File: config.mk
export PLATFORM = sky130hd
export DESIGN_NAME = tag_bits_loader
export DESIGN_NICKNAME = d
export VERILOG_FILES = /design/src/rtl/tag_bits_loader.sv
export SDC_FILE = /design/constraint.sdc
export NUM_CORES = 1
export LEC_CHECK = 0
export ABC_CLOCK_PERIOD_IN_PS = 2200
export CAP_MARGIN = 10
export CORE_MARGIN = 2
export CORE_UTILIZATION = 51
export DETAILED_ROUTE_END_ITERATION = 6
export PLACE_DENSITY = 0.79
export SYNTH_ARGS = -nofsm -noshare
export SYNTH_HDL_FRONTEND = slang
export SYNTH_SLANG_ARGS = --single-unit
export TNS_END_PERCENT = 50
File: constraint.sdc
create_clock -name clk -period 2.2 [get_ports clk]
set_input_delay 0.44 -clock clk [delete_from_list [all_inputs] [get_ports clk]]
set_output_delay 0.44 -clock clk [all_outputs]
set_load 0.02 [all_outputs]
File: src/rtl/tag_bits_loader.sv
// tag_bits_loader
//
// Collects a host-supplied scan frame of NUM_WORDS words into a shadow register.
// A hop_rst pulse swaps the shadow into the active tx_bits word, but only once a
// complete frame is ready. Malformed frames are dropped and flagged.
// If a frame is too long, the rest of that frame is discarded up to its tlast.
//
// Optional feature (macro TAG_BITS_LOADER_CRC_EN): after a frame completes, a
// serial CRC-8 (poly 0x07, init 0) is computed over shadow bits [NTX_BITS-9:0],
// LSB first, and written into shadow bits [NTX_BITS-1:NTX_BITS-8].
//
// Ports:
//   clk, reset          - clock; synchronous active-high reset
//   s_tdata/s_tvalid/
//   s_tready/s_tlast    - host word stream (accepted on s_tvalid && s_tready)
//   hop_rst             - hop boundary pulse; requests shadow -> tx_bits swap
//   tx_bits             - active scan word
//   bits_valid          - tx_bits holds at least one host-loaded frame
//   frame_err           - one-cycle pulse per dropped frame
//   underrun_cnt        - saturating count of hop_rst with no frame ready
//   hop_cnt             - wrapping count of successful swaps
module tag_bits_loader #(
    parameter int unsigned TX_BITS_WIDTH = 128,
    parameter int unsigned NTX_BITS      = 78,
    parameter int unsigned WORD_WIDTH    = 32
) (
    input  logic                     clk,
    input  logic                     reset,
    input  logic [WORD_WIDTH-1:0]    s_tdata,
    input  logic                     s_tvalid,
    output logic                     s_tready,
    input  logic                     s_tlast,
    input  logic                     hop_rst,
    output logic [TX_BITS_WIDTH-1:0] tx_bits,
    output logic                     bits_valid,
    output logic                     frame_err,
    output logic [15:0]              underrun_cnt,
    output logic [15:0]              hop_cnt
);

    localparam int unsigned NUM_WORDS = (NTX_BITS + WORD_WIDTH - 1) / WORD_WIDTH;
    localparam int unsigned KW        = (NUM_WORDS > 1) ? $clog2(NUM_WORDS) : 1;
    localparam logic [KW-1:0] KLast   = KW'(NUM_WORDS - 1);
    // Bits at or above NTX_BITS are never meaningful and are kept at zero.
    localparam logic [TX_BITS_WIDTH-1:0] NtxMask =
        {TX_BITS_WIDTH{1'b1}} >> (TX_BITS_WIDTH - NTX_BITS);

`ifdef TAG_BITS_LOADER_CRC_EN
    localparam int unsigned IW = $clog2(NTX_BITS);
    localparam logic [IW-1:0] IdxLast = IW'(NTX_BITS - 9);
    typedef enum logic [1:0] {StFill, StCrc, StReady} state_e;
`else
    typedef enum logic [0:0] {StFill, StReady} state_e;
`endif

    state_e                   state_q, state_d;
    logic [KW-1:0]            k_q, k_d;
    logic                     discard_q, discard_d;
    logic [TX_BITS_WIDTH-1:0] shadow_q, shadow_d;
    logic [TX_BITS_WIDTH-1:0] tx_q, tx_d;
    logic                     valid_q, valid_d;
    logic                     err_q, err_d;
    logic [15:0]              under_q, under_d;
    logic [15:0]              hop_q, hop_d;

    logic                     accept;
    logic [TX_BITS_WIDTH-1:0] word_shift;
    logic [TX_BITS_WIDTH-1:0] word_mask;

`ifdef TAG_BITS_LOADER_CRC_EN
    logic [7:0]    crc_q, crc_d;
    logic [IW-1:0] idx_q, idx_d;
    logic          crc_fb;
    logic [7:0]    crc_next;
`endif

    assign s_tready     = (state_q == StFill);
    assign accept       = s_tvalid && s_tready;
    assign tx_bits      = tx_q;
    assign bits_valid   = valid_q;
    assign frame_err    = err_q;
    assign underrun_cnt = under_q;
    assign hop_cnt      = hop_q;

    // Place the incoming word at slot k of the shadow register.
    assign word_shift = TX_BITS_WIDTH'(s_tdata) << (k_q * WORD_WIDTH);
    assign word_mask  = TX_BITS_WIDTH'({WORD_WIDTH{1'b1}}) << (k_q * WORD_WIDTH);

    always_comb begin
        state_d   = state_q;
        k_d       = k_q;
        discard_d = discard_q;
        shadow_d  = shadow_q;
        tx_d      = tx_q;
        valid_d   = valid_q;
        err_d     = 1'b0;
        under_d   = under_q;
        hop_d     = hop_q;
`ifdef TAG_BITS_LOADER_CRC_EN
        crc_d     = crc_q;
        idx_d     = idx_q;
        crc_fb    = crc_q[7] ^ shadow_q[idx_q];
        crc_next  = {crc_q[6:0], 1'b0} ^ (crc_fb ? 8'h07 : 8'h00);
`endif

        // Hop handling uses the current state, so a hop coincident with the
        // final word still counts as an underrun.
        if (hop_rst) begin
            if (state_q == StReady) begin
                tx_d    = shadow_q;
                valid_d = 1'b1;
                hop_d   = hop_q + 16'd1;
            end else if (under_q != 16'hFFFF) begin
                under_d = under_q + 16'd1;
            end
        end

        case (state_q)
            StFill: begin
                if (accept) begin
                    if (discard_q) begin
                        if (s_tlast) begin
                            discard_d = 1'b0;
                            k_d       = '0;
                        end
                    end else begin
                        shadow_d = (shadow_q & ~word_mask) | (word_shift & word_mask & NtxMask);
                        if (k_q == KLast) begin
                            k_d = '0;
                            if (s_tlast) begin
`ifdef TAG_BITS_LOADER_CRC_EN
                                state_d = StCrc;
                                crc_d   = 8'h00;
                                idx_d   = '0;
`else
                                state_d = StReady;
`endif
                            end else begin
                                // Frame too long: drop it and swallow words to tlast.
                                err_d     = 1'b1;
                                discard_d = 1'b1;
                            end
                        end else if (s_tlast) begin
                            err_d = 1'b1;
                            k_d   = '0;
                        end else begin
                            k_d = k_q + KW'(1);
                        end
                    end
                end
            end
`ifdef TAG_BITS_LOADER_CRC_EN
            StCrc: begin
                crc_d = crc_next;
                if (idx_q == IdxLast) begin
                    shadow_d[NTX_BITS-1 -: 8] = crc_next;
                    state_d                   = StReady;
                end else begin
                    idx_d = idx_q + IW'(1);
                end
            end
`endif
            StReady: begin
                if (hop_rst) begin
                    state_d = StFill;
                    k_d     = '0;
                end
            end
            default: begin
                state_d = StFill;
            end
        endcase
    end

    always_ff @(posedge clk) begin
        if (reset) begin
            state_q   <= StFill;
            k_q       <= '0;
            discard_q <= 1'b0;
            shadow_q  <= '0;
            tx_q      <= '0;
            valid_q   <= 1'b0;
            err_q     <= 1'b0;
            under_q   <= '0;
            hop_q     <= '0;
`ifdef TAG_BITS_LOADER_CRC_EN
            crc_q     <= '0;
            idx_q     <= '0;
`endif
        end else begin
            state_q   <= state_d;
            k_q       <= k_d;
            discard_q <= discard_d;
            shadow_q  <= shadow_d;
            tx_q      <= tx_d;
            valid_q   <= valid_d;
            err_q     <= err_d;
            under_q   <= under_d;
            hop_q     <= hop_d;
`ifdef TAG_BITS_LOADER_CRC_EN
            crc_q     <= crc_d;
            idx_q     <= idx_d;
`endif
        end
    end

endmodule

After elaboration in Yosys (flattened, before gate mapping)
Cells that the tools add are included.

storage, ports and cells
  flip-flop bits (word level) = 294
  input port bits = 37
  output and inout port bits = 163
  word-level logic and storage cells = 50

cells by class
  add/subtract/negate cells = 3
  equal/unequal tests = 5
  shift operators = 2
  mux-type cells = 17
  bitwise logic cells = 7
  reduce and logical (&&, ||, !) cells = 7

operator list
  kind                                                   number
  bitwise AND 128 bit                                    1
  inverter 128 bit                                       1
  OR 128 x 78 -> 128 bit                                 1
  left shift 32 x 7 -> 128 bit, first input constant     1
  bitwise AND 78 bit                                     1
  left shift 32 x 7 -> 78 bit                            1
  adder 16 x 1 -> 16 bit, second input constant          2
  inequality test 16 bit, second input constant          1
  two-way mux 2 bit                                      6
  two-way mux 1 bit                                      9
  AND reduction 3 bit                                    3
  one-hot mux 2 bit (2 select lines)                     1
  AND reduction 2 bit                                    2
  OR reduction 4 bit                                     1
  inequality test 3 bit, second input constant           1
  inverter 1 bit                                         3
  adder 2 x 1 -> 2 bit, second input constant            1
  == test 2 bit, second input constant                   1
  inequality test 2 x 1 -> 1 bit, second input constant  1
  inequality test 2 bit, second input constant           1
  one-hot mux 1 bit (2 select lines)                     1
  logical AND 1 bit                                      1

Depth between registers and ports, before layout
  word-level depth = 6
  mapped depth = 7
  gate-level depth less buffers = 6

Worst setup path before layout
Ideal clock, no wire load.

  path kind = register to register
  start = register under_q[0] (netlist: underrun_cnt[0])
  end = register under_q[11] (netlist: underrun_cnt[11])
  library setup time = 0.121 ns
  data arrival time = 1.862 ns
  data required time = 2.079 ns
  setup slack = 0.217 ns
  cell stages (with the launch flop) = 7
  path buffers = 1
  period minus slack after synthesis = 1.983 ns
  cells stage by stage = dfxtp_1 -> ha_1 -> nand3_1 -> nor4_1 -> buf_2 -> nor4_1 -> mux2_2

on the way
  cells in the longest elaborated chain, start to end = 2
  elaborated cells on any way between the ends = 3
  classes of those cells = 1 x add/sub; 1 x eq/ne; 1 x reduce/logical

ends and longest elaborated chain
  item                                                                            RTL line  RTL
  start, declared                                                                 63        logic [15:0] under_q, under_d;
  start signal, assigned                                                          198       under_q <= under_d;
  parallel branches: the longest is 2 deep, another holds adder 16 x 1 -> 16 bit  n/a

Parallel ways; which one is timed is not known.
A chain may end at the register's enable or synchronous reset.

Final worst setup path
  start = register under_q[4] (netlist: underrun_cnt[4])
  end = output underrun_cnt[4]

RTL lines
  item           RTL line  RTL
  end, declared  37        output logic [15:0] underrun_cnt,

No word-level cell between the ends.

==> impl_metrics.py <==
metrics = {
    "die": {
        "die_w_um": 147,
        "dieArea_um2": 21500,
        "initial_core_util_pct": 51.6,
        "core_um2": 20100,
        "io_pins": 200,
        "rows": 52,
        "die_h_um": 147,
    },
    "detailed_routing": {
        "vias": 9045,
        "drt_iter0_markers": 516,
        "wl_um": 26500,
        "wire_per_inst_um": 15.5,
        "drt_pass1_iterations": 5,
        "drt.antenna.violating_nets": 0,
        "drc": 0,
        "routed_via_density": 5.30,
    },
    "clocking": {
        "clk_pin_slew_worst_paths_ps": 70,
        "clk_latency_ps": 540,
        "cts_buffers": 29,
        "hold_buffers": 0,
        "cts_setup_buffers": 0,
        "cts_tree": "yes",
        "clock_path_buffers": 3,
        "cts_root_buf": "clkbuf_16",
        "cts_sinks": 294,
        "h-tree-depth": 1,
    },
    "job": {
        "cap_violations": 0,
    },
    "timing": {
        "setup_ws_ps": 81.8,
        "worstMarginPinSlew_ps": 1100,
        "max_freq_mhz": 472,
        "hold_slack_ps": 204,
        "finalMaxSlewViolations": 0,
        "setup_viol": 0,
        "rsz0062_at_grt": "no",
        "hold_viol_final": 0,
        "final.setup.tns_ps": 0,
        "min_period_over_period_pct": 96.3,
        "skew_ps": 15.0,
        "min_period_ps": 2120,
        "max_slew_margin_pct": 26.6,
    },
    "global_routing": {
        "first_global_vias": 8553,
        "grt_max_degree": 93,
        "grt_use_total_pct": 24.1,
        "antenna_found_initial": 0,
        "grt_pass1_wl_um": 43300,
        "overflow": 0,
    },
    "yosys": {
        "synth_cell_types": 43,
        "ys_ff_latch": 294,
        "synth_area_um2": 10400,
        "synth_top_flop_cell": "dfxtp_1",
        "synth_top_cell_area_share_pct": 56.7,
        "synth_fp_nets": 1283,
        "netlist_instances": 1239,
        "synth_enable_flop_cells": 0,
        "yosys.area.top_type": "dfxtp_1",
        "yosys_warnings": 0,
        "avgSynthCellArea_um2": 8.38,
        "yosys-top-cells-area": "dfxtp_1, nand2_1, a21oi_1, nand3_1, and2_1",
        "async_flop_share_pct": 0,
        "seq_area_frac_synth_pct": 56.7,
    },
    "critical_path": {
        "cp-start-kind": "register",
        "cp_data_required_time_ps": 1760,
        "max_stage_delay_ps": 660,
        "end_kind": "primary output",
        "cp_top_family": "buffers and inverters",
        "crit_fanout": 7,
        "worstPathCellList": "clkdlybuf4s50_1",
        "cp_slowest_cell": "clkdlybuf4s50_1",
        "crit_type": "reg2out",
        "arrival_ps": 1680,
        "path_buf_inv": 1,
    },
    "final_layout": {
        "final_cell_mix": "nand2_1, dfxtp_1, a21oi_1",
        "nets": 1462,
        "area_growth_syn_to_layout_pct": 32.2,
        "final_common_cell": "nand2_1",
        "drive_above_1_share_pct": 7.09,
        "antenna_cells": 0,
        "final_area_um2": 13700,
    },
    "place": {
        "place_congestion": 0.856,
        "hpwlAfterDp_um": 17000,
        "place_ws_ps": -160,
        "io_buffers": 199,
        "place_area_um2": 12800,
    },
    "power": {
        "power.density_nw_per_um2": 793,
        "p_sw_share_pct": 22.0,
        "p_switching_w": 0.00240,
        "sequentialPowerShare_pct": 49.9,
        "pwr-share-comb_pct": 4.5,
        "p_int_w": 0.00848,
        "peakVddDrop_uv": 751,
        "p_leak_nw": 4.63,
        "pwr-share-clk_pct": 45.6,
    },
    "min_path": {
        "min_path_type": "in2reg",
    },
    "outcome": {
        "status": "finished, final reports clean",
    },
}
## Yosys cell counts, types with 4 or more instances
master,number
nand3_1,89
nand4_1,7
xnor2_1,10
nor3_1,9
nor3b_1,7
clkbuf_1,72
o31ai_1,4
inv_1,10
nor4_1,11
o21ai_0,8
dfxtp_1,294
and2_1,52
nor2_1,23
a21oi_1,224
or3_1,7
buf_1,6
nand2_1,353
mux2_2,4
buf_2,9
ha_1,7
nor2b_1,5
## routing by layer
layer / GRT usage (%) / vias to the layer above / part of all wire, %
met5: 0 / - / 0
met4: 8.01 / 0 / 3.0
met3: 5.81 / 59 / 7.8
met2: 39.4 / 287 / 47
met1: 31.6 / 4234 / 42
li1: - / 4465 / -
## kinds of logic after synthesis
group                    after synthesis  share of synthesized area [%]
adder cells (fa/ha/maj)                7                          0.844
multiplexers                           6                          0.627
XOR/XNOR                              12                           1.01
buffers and inverters                 98                           3.66
AO/OA/AOI/OAI                        246                           12.3
AND/OR/NAND/NOR                      576                           24.9
flip-flops                           294                           56.7
## power groups by stage
stage | Clock [W] | Combinational (W) | Sequential [W]
final | 0.00496 | 0.000490 | 0.00543
after global routing | 0.00529 | 0.000531 | 0.00543
after CTS | 0.00503 | 0.000490 | 0.00542
after detailed placement | 0 | 0.000486 | 0.00554
after global placement | 0 | 0.000478 | 0.00554
after floorplan | 0 | 0.000253 | 0.00555
## per-stage QoR
stage               cells  util [%]  total power, W
floorplan            1239         -         0.00580
global placement     1657      63.4         0.00602
detailed placement   1657      63.4         0.00603
CTS                  1708      68.2          0.0109
global route         1708      68.2          0.0113
finish               1708      68.2          0.0109
## cell type report
cell class / instances / area, um2
fill: 1616 / 6390
sequential: 294 / 5890
multi-input combinational: 847 / 4140
timing repair buffer: 236 / 2360
clock buffer: 39 / 803
tap: 270 / 338
clock inverter: 12 / 154
inverter: 10 / 37.5
## path summary, 6_finish.rpt
path / from / endpoint / slack [ps] / depth (start not counted)
setup / recovery: underrun_cnt[4]$_SDFFE_PP0P_ / underrun_cnt[4] / 80 / 1
hold / removal: reset / underrun_cnt[7]$_SDFFE_PP0P_ / 200 / 2
hold reg to reg: register / tx_bits[34]$_SDFFE_PP0P_ / 440 / 2
setup reg to reg: underrun_cnt[4]$_SDFFE_PP0P_ / underrun_cnt[13]$_SDFFE_PP0P_ / 270 / 4
## repair_timing
action / 4_1_cts / 5_1_grt
gates cloned: 0 / 0
gates resized for setup: 1 / 1
endpoints found under the hold margin: 0 / 0
endpoints found under the setup margin: 1 / 9
(Power assumes the default switching activity.)
